File: src/rtl/prng_pkg.sv
// Shared definitions for the multi-lane xorshift32 AXI-Stream generator.
// Holds the controller state encoding, the MT19937 seeding constants,
// the xorshift32 shift amounts and the pure xorshift32 step function.
package prng_pkg;

    typedef enum logic [2:0] {
        ST_IDLE  = 3'd0,
        ST_SEED  = 3'd1,
        ST_PRIME = 3'd2,
        ST_RUN   = 3'd3,
        ST_DONE  = 3'd4
    } prng_state_e;

    localparam logic [31:0] MT_INIT_MULT  = 32'd1812433253;
    localparam int          MT_INIT_SHIFT = 30;

    localparam int XS_SH_A = 13;
    localparam int XS_SH_B = 17;
    localparam int XS_SH_C = 5;

    // One xorshift32 step; all shifts stay within 32 bits.
    function automatic logic [31:0] xs32(input logic [31:0] x);
        logic [31:0] v;
        v = x ^ (x << XS_SH_A);
        v = v ^ (v >> XS_SH_B);
        v = v ^ (v << XS_SH_C);
        return v;
    endfunction

endpackage

File: src/rtl/xorshift32_lane.sv
// Single xorshift32 generator lane.
// Ports:
//   clk, rst    : clock, synchronous active-high reset (state -> 0)
//   i_load      : load i_load_val into the state (has priority over advance)
//   i_load_val  : seed value for this lane
//   i_adv       : advance the state by one xorshift32 step
//   o_next      : xorshift32 of the current state (the value an advance stores)
module xorshift32_lane
    import prng_pkg::*;
(
    input  logic        clk,
    input  logic        rst,
    input  logic        i_load,
    input  logic [31:0] i_load_val,
    input  logic        i_adv,
    output logic [31:0] o_next
);

    logic [31:0] r_state;

    assign o_next = xs32(r_state);

    // Lane state register: load wins over advance.
    always_ff @(posedge clk) begin
        if (rst) begin
            r_state <= 32'd0;
        end else if (i_load) begin
            r_state <= i_load_val;
        end else if (i_adv) begin
            r_state <= o_next;
        end
    end

endmodule

File: src/rtl/axis_prng_multi.sv
// Multi-lane xorshift32 random generator with an AXI-Stream master output.
// Every lane is seeded from one 32-bit seed with the MT19937 init recurrence,
// computed one lane per cycle through a single shared multiplier.
// Ports:
//   clk, rst            : clock, synchronous active-high reset
//   seed_val, burst_len : captured while seed_start is high
//   seed_start          : level request to (re)seed; seeding starts after it falls
//   output_axis_*       : AXI-Stream master (tdata lane i = bits [32*i+31:32*i])
//   busy                : high while seeding lanes and priming the first word
module axis_prng_multi
    import prng_pkg::*;
#(
    parameter int          LANES        = 4,
    parameter bit          AUTO_SEED    = 1'b1,
    parameter logic [31:0] DEFAULT_SEED = 32'd5489,
    parameter int          CNT_W        = 16
) (
    input  logic                  clk,
    input  logic                  rst,
    input  logic [31:0]           seed_val,
    input  logic                  seed_start,
    input  logic [CNT_W-1:0]      burst_len,
    output logic [32*LANES-1:0]   output_axis_tdata,
    output logic                  output_axis_tvalid,
    input  logic                  output_axis_tready,
    output logic                  output_axis_tlast,
    output logic                  busy
);

    localparam int              IDX_W    = (LANES > 1) ? $clog2(LANES) : 1;
    localparam logic [IDX_W-1:0] LAST_IDX = IDX_W'(LANES - 1);

    prng_state_e           r_state;
    prng_state_e           w_state_next;
    logic [31:0]           r_seed;
    logic [31:0]           r_acc;
    logic [CNT_W-1:0]      r_burst;
    logic [CNT_W-1:0]      r_cnt;
    logic [IDX_W-1:0]      r_idx;
    logic                  r_auto_pend;
    logic                  r_tvalid;
    logic                  r_tlast;
    logic                  r_busy;
    logic [32*LANES-1:0]   r_tdata;

    logic                  w_auto_go;
    logic                  w_seed_step;
    logic                  w_accept;
    logic                  w_adv;
    logic [31:0]           w_mt;
    logic [31:0]           w_lane_val;
    logic [CNT_W-1:0]      w_cnt_inc;
    logic [LANES-1:0]      w_load;
    logic [31:0]           w_lane_next [LANES];

    // In SEED, r_busy doubles as the "armed" flag: the first cycle after
    // seed_start falls only raises busy, the following LANES cycles load lanes.
    assign w_auto_go   = (r_state == ST_IDLE) && r_auto_pend && !seed_start;
    assign w_seed_step = (r_state == ST_SEED) && r_busy && !seed_start;
    assign w_accept    = (r_state == ST_RUN) && r_tvalid && output_axis_tready && !seed_start;
    assign w_adv       = ((r_state == ST_PRIME) && !seed_start) || w_accept;
    assign w_cnt_inc   = r_cnt + CNT_W'(1);

    // Shared MT19937 init multiplier; r_acc holds the raw (unpatched) s[i-1].
    assign w_mt       = (r_idx == IDX_W'(0)) ? r_seed
                      : MT_INIT_MULT * (r_acc ^ (r_acc >> MT_INIT_SHIFT)) + 32'(r_idx);
    assign w_lane_val = (w_mt == 32'd0) ? 32'd1 : w_mt;

    for (genvar gi = 0; gi < LANES; gi++) begin : g_lane
        assign w_load[gi] = w_seed_step && (r_idx == IDX_W'(gi));

        xorshift32_lane u_lane (
            .clk        (clk),
            .rst        (rst),
            .i_load     (w_load[gi]),
            .i_load_val (w_lane_val),
            .i_adv      (w_adv),
            .o_next     (w_lane_next[gi])
        );
    end

    // Next-state logic; seed_start overrides every state.
    always_comb begin
        w_state_next = r_state;
        if (seed_start) begin
            w_state_next = ST_SEED;
        end else begin
            case (r_state)
                ST_IDLE: begin
                    if (w_auto_go) begin
                        w_state_next = ST_SEED;
                    end else begin
                        w_state_next = ST_IDLE;
                    end
                end
                ST_SEED: begin
                    if (w_seed_step && (r_idx == LAST_IDX)) begin
                        w_state_next = ST_PRIME;
                    end else begin
                        w_state_next = ST_SEED;
                    end
                end
                ST_PRIME: w_state_next = ST_RUN;
                ST_RUN: begin
                    if (w_accept && r_tlast) begin
                        w_state_next = ST_DONE;
                    end else begin
                        w_state_next = ST_RUN;
                    end
                end
                ST_DONE: w_state_next = ST_DONE;
                default: w_state_next = ST_IDLE;
            endcase
        end
    end

    // State register plus seeding, output word, counter and tlast registers.
    always_ff @(posedge clk) begin
        if (rst) begin
            r_state     <= ST_IDLE;
            r_seed      <= 32'd0;
            r_acc       <= 32'd0;
            r_burst     <= '0;
            r_cnt       <= '0;
            r_idx       <= '0;
            r_auto_pend <= AUTO_SEED;
            r_tvalid    <= 1'b0;
            r_tlast     <= 1'b0;
            r_busy      <= 1'b0;
            r_tdata     <= '0;
        end else begin
            r_state <= w_state_next;
            if (seed_start) begin
                r_seed      <= seed_val;
                r_burst     <= burst_len;
                r_cnt       <= '0;
                r_idx       <= '0;
                r_auto_pend <= 1'b0;
                r_tvalid    <= 1'b0;
                r_tlast     <= 1'b0;
                r_busy      <= 1'b0;
            end else begin
                case (r_state)
                    ST_IDLE: begin
                        if (w_auto_go) begin
                            r_seed      <= DEFAULT_SEED;
                            r_burst     <= '0;
                            r_cnt       <= '0;
                            r_idx       <= '0;
                            r_auto_pend <= 1'b0;
                            r_busy      <= 1'b1;
                        end
                    end
                    ST_SEED: begin
                        if (!r_busy) begin
                            r_busy <= 1'b1;
                        end else begin
                            r_acc <= w_mt;
                            r_idx <= r_idx + IDX_W'(1);
                        end
                    end
                    ST_PRIME: begin
                        for (int i = 0; i < LANES; i++) begin
                            r_tdata[32*i +: 32] <= w_lane_next[i];
                        end
                        r_tvalid <= 1'b1;
                        r_tlast  <= (r_burst == CNT_W'(1));
                        r_busy   <= 1'b0;
                    end
                    ST_RUN: begin
                        if (w_accept) begin
                            r_cnt <= w_cnt_inc;
                            if (r_tlast) begin
                                r_tvalid <= 1'b0;
                                r_tlast  <= 1'b0;
                            end else begin
                                for (int i = 0; i < LANES; i++) begin
                                    r_tdata[32*i +: 32] <= w_lane_next[i];
                                end
                                // tlast marks the word whose acceptance makes cnt == burst.
                                r_tlast <= (r_burst != '0) && (w_cnt_inc == r_burst - CNT_W'(1));
                            end
                        end
                    end
                    ST_DONE: r_busy <= 1'b0;
                    default: r_busy <= 1'b0;
                endcase
            end
        end
    end

    assign output_axis_tdata  = r_tdata;
    assign output_axis_tvalid = r_tvalid;
    assign output_axis_tlast  = r_tlast;
    assign busy               = r_busy;

endmodule

File: config.mk
export PLATFORM = sky130hd
export DESIGN_NAME = axis_prng_multi
export DESIGN_NICKNAME = d
export VERILOG_FILES = /design/src/rtl/prng_pkg.sv /design/src/rtl/xorshift32_lane.sv /design/src/rtl/axis_prng_multi.sv
export SDC_FILE = /design/constraint.sdc
export NUM_CORES = 1
export LEC_CHECK = 0
export CAP_MARGIN = 25
export CORE_ASPECT_RATIO = 2
export CORE_UTILIZATION = 59
export DETAILED_ROUTE_END_ITERATION = 8
export DONT_BUFFER_PORTS = 1
export GPL_TIMING_DRIVEN = 0
export PLACE_DENSITY = 0.83
export SLEW_MARGIN = 20
export SYNTH_ARGS = -nofsm -noshare
export SYNTH_HDL_FRONTEND = slang
export SYNTH_SLANG_ARGS = --single-unit
File: constraint.sdc
create_clock -name clk -period 6.48 [get_ports clk]
set_input_delay 0.972 -clock clk [delete_from_list [all_inputs] [get_ports clk]]
set_output_delay 0.972 -clock clk [all_outputs]
set_load 0.01 [all_outputs]
==> metrics, run 1 <==
outcome aborted with a tool error; Last stage global routing; Run Error [ERROR GRT-0232] Routing congestion too high. Check the congestion heatmap in the GUI.; Seq cells post-synth 361; sequential area share after synthesis 0.281; Cell variety after synth 65; Total GRT Usage 0.556; fraction of registers with async set/reset 0; post-placement cell count 3514; Die Y just under 300 um; port bufs 0; IO Pins 183; synthesized cell area 25700 um2; routability cong. 1.02; clk root buf clkbuf_16; GR Overflow Total 8; post-placement cell area ~27000 um2; FP Rows 107; syn nets 3376; effective utilization at floorplan 0.601; top_reg_cell synth dfxtp_1; WEP type register data pin; Yosys Warn Count 0; Worst EP post-GRT repair g_lane[3].u_lane.r_state[0]$_SDFFE_PP0P_/D; CTS Sinks around 360; Clock Tree Buf Depth 3; chip width 150 um; Post-Syn Instances 2956; H-Tree Level Count 1; HPWL Detailed ~75000 um; Post-synth EDFFs 0; largest net degree at the start of global routing 18; TritonCTS buffer count 30; Hold Buf Count CTS 0; Avg Cell Area, Syn roughly 8.7 um2
[through the flow]
stage,TNS (ns),hold slack [ns],setup slack (ns),utilization
2_1_floorplan,0,0.418,0.00236,-
3_3_place_gp,-109.95,0.436,-2.58,0.617
3_5_place_dp,-94.96,0.455,-2.36,0.620
4_1_cts,-0.109,0.472,-0.0309,0.666
[Yosys cell counts (7+ instances only)]
master,number,area share
xnor2_1,314,0.11
a21o_1,20,0.0058
a221oi_1,13,0.0044
nor2b_1,12,0.0029
fa_1,146,0.11
a311oi_1,11,0.0037
nor4_1,7,0.0017
xor2_1,152,0.052
nand3b_1,7,0.0020
and2_1,16,0.0039
mux2i_1,16,0.0062
and3_1,11,0.0027
buf_1,7,0.0010
o21ai_0,50,0.0097
o211ai_1,7,0.0020
nand2_1,239,0.035
nand4_1,18,0.0044
dfxtp_1,361,0.28
a21oi_1,157,0.031
ha_1,222,0.11
a211oi_1,170,0.050
inv_1,220,0.032
nor2_1,387,0.056
nand3_1,24,0.0047
a22oi_1,64,0.019
clkbuf_1,175,0.026
nor3_1,45,0.0088
[layer usage]
layer  GRT usage  GRT overflow
met1       0.542             0
met3       0.332             0
met4       0.540             3
met5      0.0875             0
met2       0.786             5
[logic make-up after synthesis]
kind of cell	synth area share
xor+xnor	0.160
fa+ha+maj	0.221
compound gates	0.137
buf+inv	0.0592
flops	0.281
simple gates	0.133
mux	0.00797
[repair_timing]
action | 4_1_cts
setup buffers | 47
pin swaps | 41
endpoints found under the setup margin | 79
resized for setup | 143
==> inputs of run 2 (changes only) <==
--- a/config.mk
+++ b/config.mk
@@ -6,12 +6,11 @@
 export NUM_CORES = 1
 export LEC_CHECK = 0
 export CAP_MARGIN = 25
-export CORE_ASPECT_RATIO = 2
-export CORE_UTILIZATION = 59
+export CORE_UTILIZATION = 40
 export DETAILED_ROUTE_END_ITERATION = 8
 export DONT_BUFFER_PORTS = 1
 export GPL_TIMING_DRIVEN = 0
-export PLACE_DENSITY = 0.83
+export PLACE_DENSITY_LB_ADDON = 0.15
 export SLEW_MARGIN = 20
 export SYNTH_ARGS = -nofsm -noshare
 export SYNTH_HDL_FRONTEND = slang
==> constraint.sdc (replaced) <==
create_clock -name clk -period 8.4 [get_ports clk]
set_input_delay 1.26 -clock clk [delete_from_list [all_inputs] [get_ports clk]]
set_output_delay 1.26 -clock clk [all_outputs]
set_load 0.01 [all_outputs]
==> metrics, run 2 <==
worst hold slack 0.464 ns; core area 63300 um2; max-slew violations 0; PwrDens about 150 nW/um2; first-pass GRT wire length ~140000 um; total detailed-routing wirelength 91400 um; Leak Pwr 0.0116 uW; GR Overflow Total 0; Seq cells post-synth roughly 360; FP Rows 92; routability cong. 0.938; Routed Antenna Nets 0; register area 7230 um2; fillers 6315; Power, Total about 4200 uW; clk root buf clkbuf_16; top_reg_cell synth dfxtp_1; initial antenna violation count 14; Flop pwr share 0.417; Psw 1150 uW; CTS tree yes; drt first pass iters 6; commonest non-fill, non-tap cell in the layout nor2_1; clock skew 0.0256 ns; Yosys Warn Count 0; H-Tree Level Count 2; TritonCTS buffer count 42; most used standard cell by instance count after synthesis nor2_1; layout cells sized above 1 0.0412; Post-synth EDFFs 0; Multi-input gate area 17100 um2; RSZ-0062 raised after global routing false; P_int 3080 uW; chip width 256 um; Cell variety after synth 65; WL per Instance 23.5 um; syn nets about 3400; max-cap viol count 0; fraction of registers with async set/reset 0; vias in the first global route between 20000 and 25000; setup bufs post-CTS 0; outcome complete, no violations; WP data arrival about 8.5 ns; Post-synth top cells nor2_1, dfxtp_1, xnor2_1; die area 65400 um2; fin crit share 0.959; max_slew headroom 0.271; Layout Nets 3428; actual slew at the worst max-slew pin 1.07 ns; peak supply drop ~0.12 mV; Post-Syn Instances 2956; Total GRT Usage 0.276; commonest cells after routing, fill and taps aside nor2_1, dfxtp_1, xnor2_1; synthesized cell area approximately 26000 um2; port bufs 0; WP data required about 8.9 ns; sequential area share after synthesis 0.281; Sw Share 0.272; Layout area overhead 10.6%; HPWL Detailed around 70000 um; Worst-path clk slew around 0.06 ns; clk_lat worst skew slightly below 0.6 ns; crit-path max FO 10; Detailed Route Iter0 Violations 1800; largest net degree at the start of global routing 14; Clock power frac 0.461; final setup vio count 0; CTS Sinks 361; Final Critical Period 8.06 ns; Residual DRC 0; dominant cell type by area after synthesis dfxtp_1; startpoint types flop; CP Class flop to flop; Avg Cell Area, Syn a little under 9 um2; combinational share of power 0.121; top-area cell type share of the netlist area 0.281; DR vias/cell 5.54; Max Fclk around 120 MHz; IO Pins about 180; Clock Tree Buf Depth 3; Final Hold Vio Count 0; Setup crit end kind flop; Hold Path Class flop to flop; vias 21600; Die Y ~260 um; effective utilization at floorplan 0.407; top post-synthesis cells by area dfxtp_1, fa_1, ha_1, xnor2_1, nor2_1
## run 2: cell counts after synthesis
Identical to the previous run, type by type.
## run 2: cell type report
class	instances	area share
clock buffer	59	0.0444
antenna	8	0.000703
sequential	361	0.254
tap	846	0.0372
timing repair buffer	8	0.00237
inverter	221	0.0291
multi-input combinational	2190	0.601
buffer	184	0.0244
clock inverter	13	0.00668
## run 2: layer usage
metal	GRT usage	vias up	wire, um
met1	0.367	10500	39200
li1	-	9988	-
met5	0	-	82
met3	0.0691	180	8500
met4	0.0966	12	3250
met2	0.435	864	40400
## run 2: cells by family (layout without fill, tap and decap cells)
family	after synthesis	in the layout	share of synthesized area
multiplexers	20	20	0.00797
other	0	8	0
flip-flops	361	361	0.281
AND/OR/NAND/NOR	802	802	0.133
AO/OA/AOI/OAI	532	532	0.137
XOR/XNOR	468	468	0.160
buffers and inverters	405	485	0.0592
adder cells (fa/ha/maj)	368	368	0.221
## run 2: through the flow
step | TNS [ns] | instances | setup slack (ns) | area (um2) | utilization
2_1_floorplan | 0 | 2956 | 1.67 | 25700 | -
3_3_place_gp | -31.00 | 3802 | -1.44 | 26800 | 0.423
3_5_place_dp | -5.31 | 3809 | -0.584 | 26900 | 0.425
4_1_cts | 0 | 3881 | 0.131 | 28400 | 0.449
5_1_grt | 0 | 3887 | 0.0372 | 28500 | 0.449
6_report | 0 | 3890 | 0.340 | 28500 | 0.450
## run 2: repair_timing
item | CTS | global route
setup endpoints to repair | 25 | 12
hold buffers | 0 | 0
gates resized for setup | 3 | 4
hold endpoints to repair | 0 | 0
## run 2: power groups by stage
stage,Clock [uW],Combinational (uW),Sequential (uW)
after global placement,0,494,1800
final,1950,513,1760
after detailed placement,0,501,1800
after CTS,1970,509,1760
after global routing,2050,565,1760
after floorplan,0,339,1780
## run 2: final timing paths
| check | start | to | slack [ns] | cells after the start |
|---|---|---|---|---|
| worst max-delay path | r_acc[12]$_SDFFE_PP0P_ | g_lane[1].u_lane.r_state[0]$_SDFFE_PP0P_ | 0.34 | 26 |
| worst min-delay path | r_auto_pend$_SDFFE_PP1P_ | r_auto_pend$_SDFFE_PP1P_ | 0.46 | 1 |
| worst max register to register | r_acc[12]$_SDFFE_PP0P_ | g_lane[1].u_lane.r_state[0]$_SDFFE_PP0P_ | 0.34 | 26 |
| worst min register to register | r_auto_pend$_SDFFE_PP1P_ | r_auto_pend$_SDFFE_PP1P_ | 0.46 | 1 |
## run 2: worst max-delay path, cell delays in order (launching register included)
cell and delay, ns:
dfxtp_1 0.89, ha_1 0.38, ha_1 0.30, fa_1 0.51
inv_1 0.05, fa_1 0.48, inv_1 0.05, fa_1 0.51
inv_1 0.06, fa_1 0.52, inv_1 0.05, fa_1 0.48
inv_1 0.05, fa_1 0.47, inv_1 0.04, ha_1 0.26
clkbuf_1 0.31, nand2_1 0.12, o21ai_1 0.34, nor3_1 0.13
a211oi_2 0.43, xor2_1 0.22, mux2i_2 0.36, nand4_1 0.15
nor4_1 0.29, nand4b_1 0.27, o21ai_0 0.26
(Power assumes the default switching activity.)
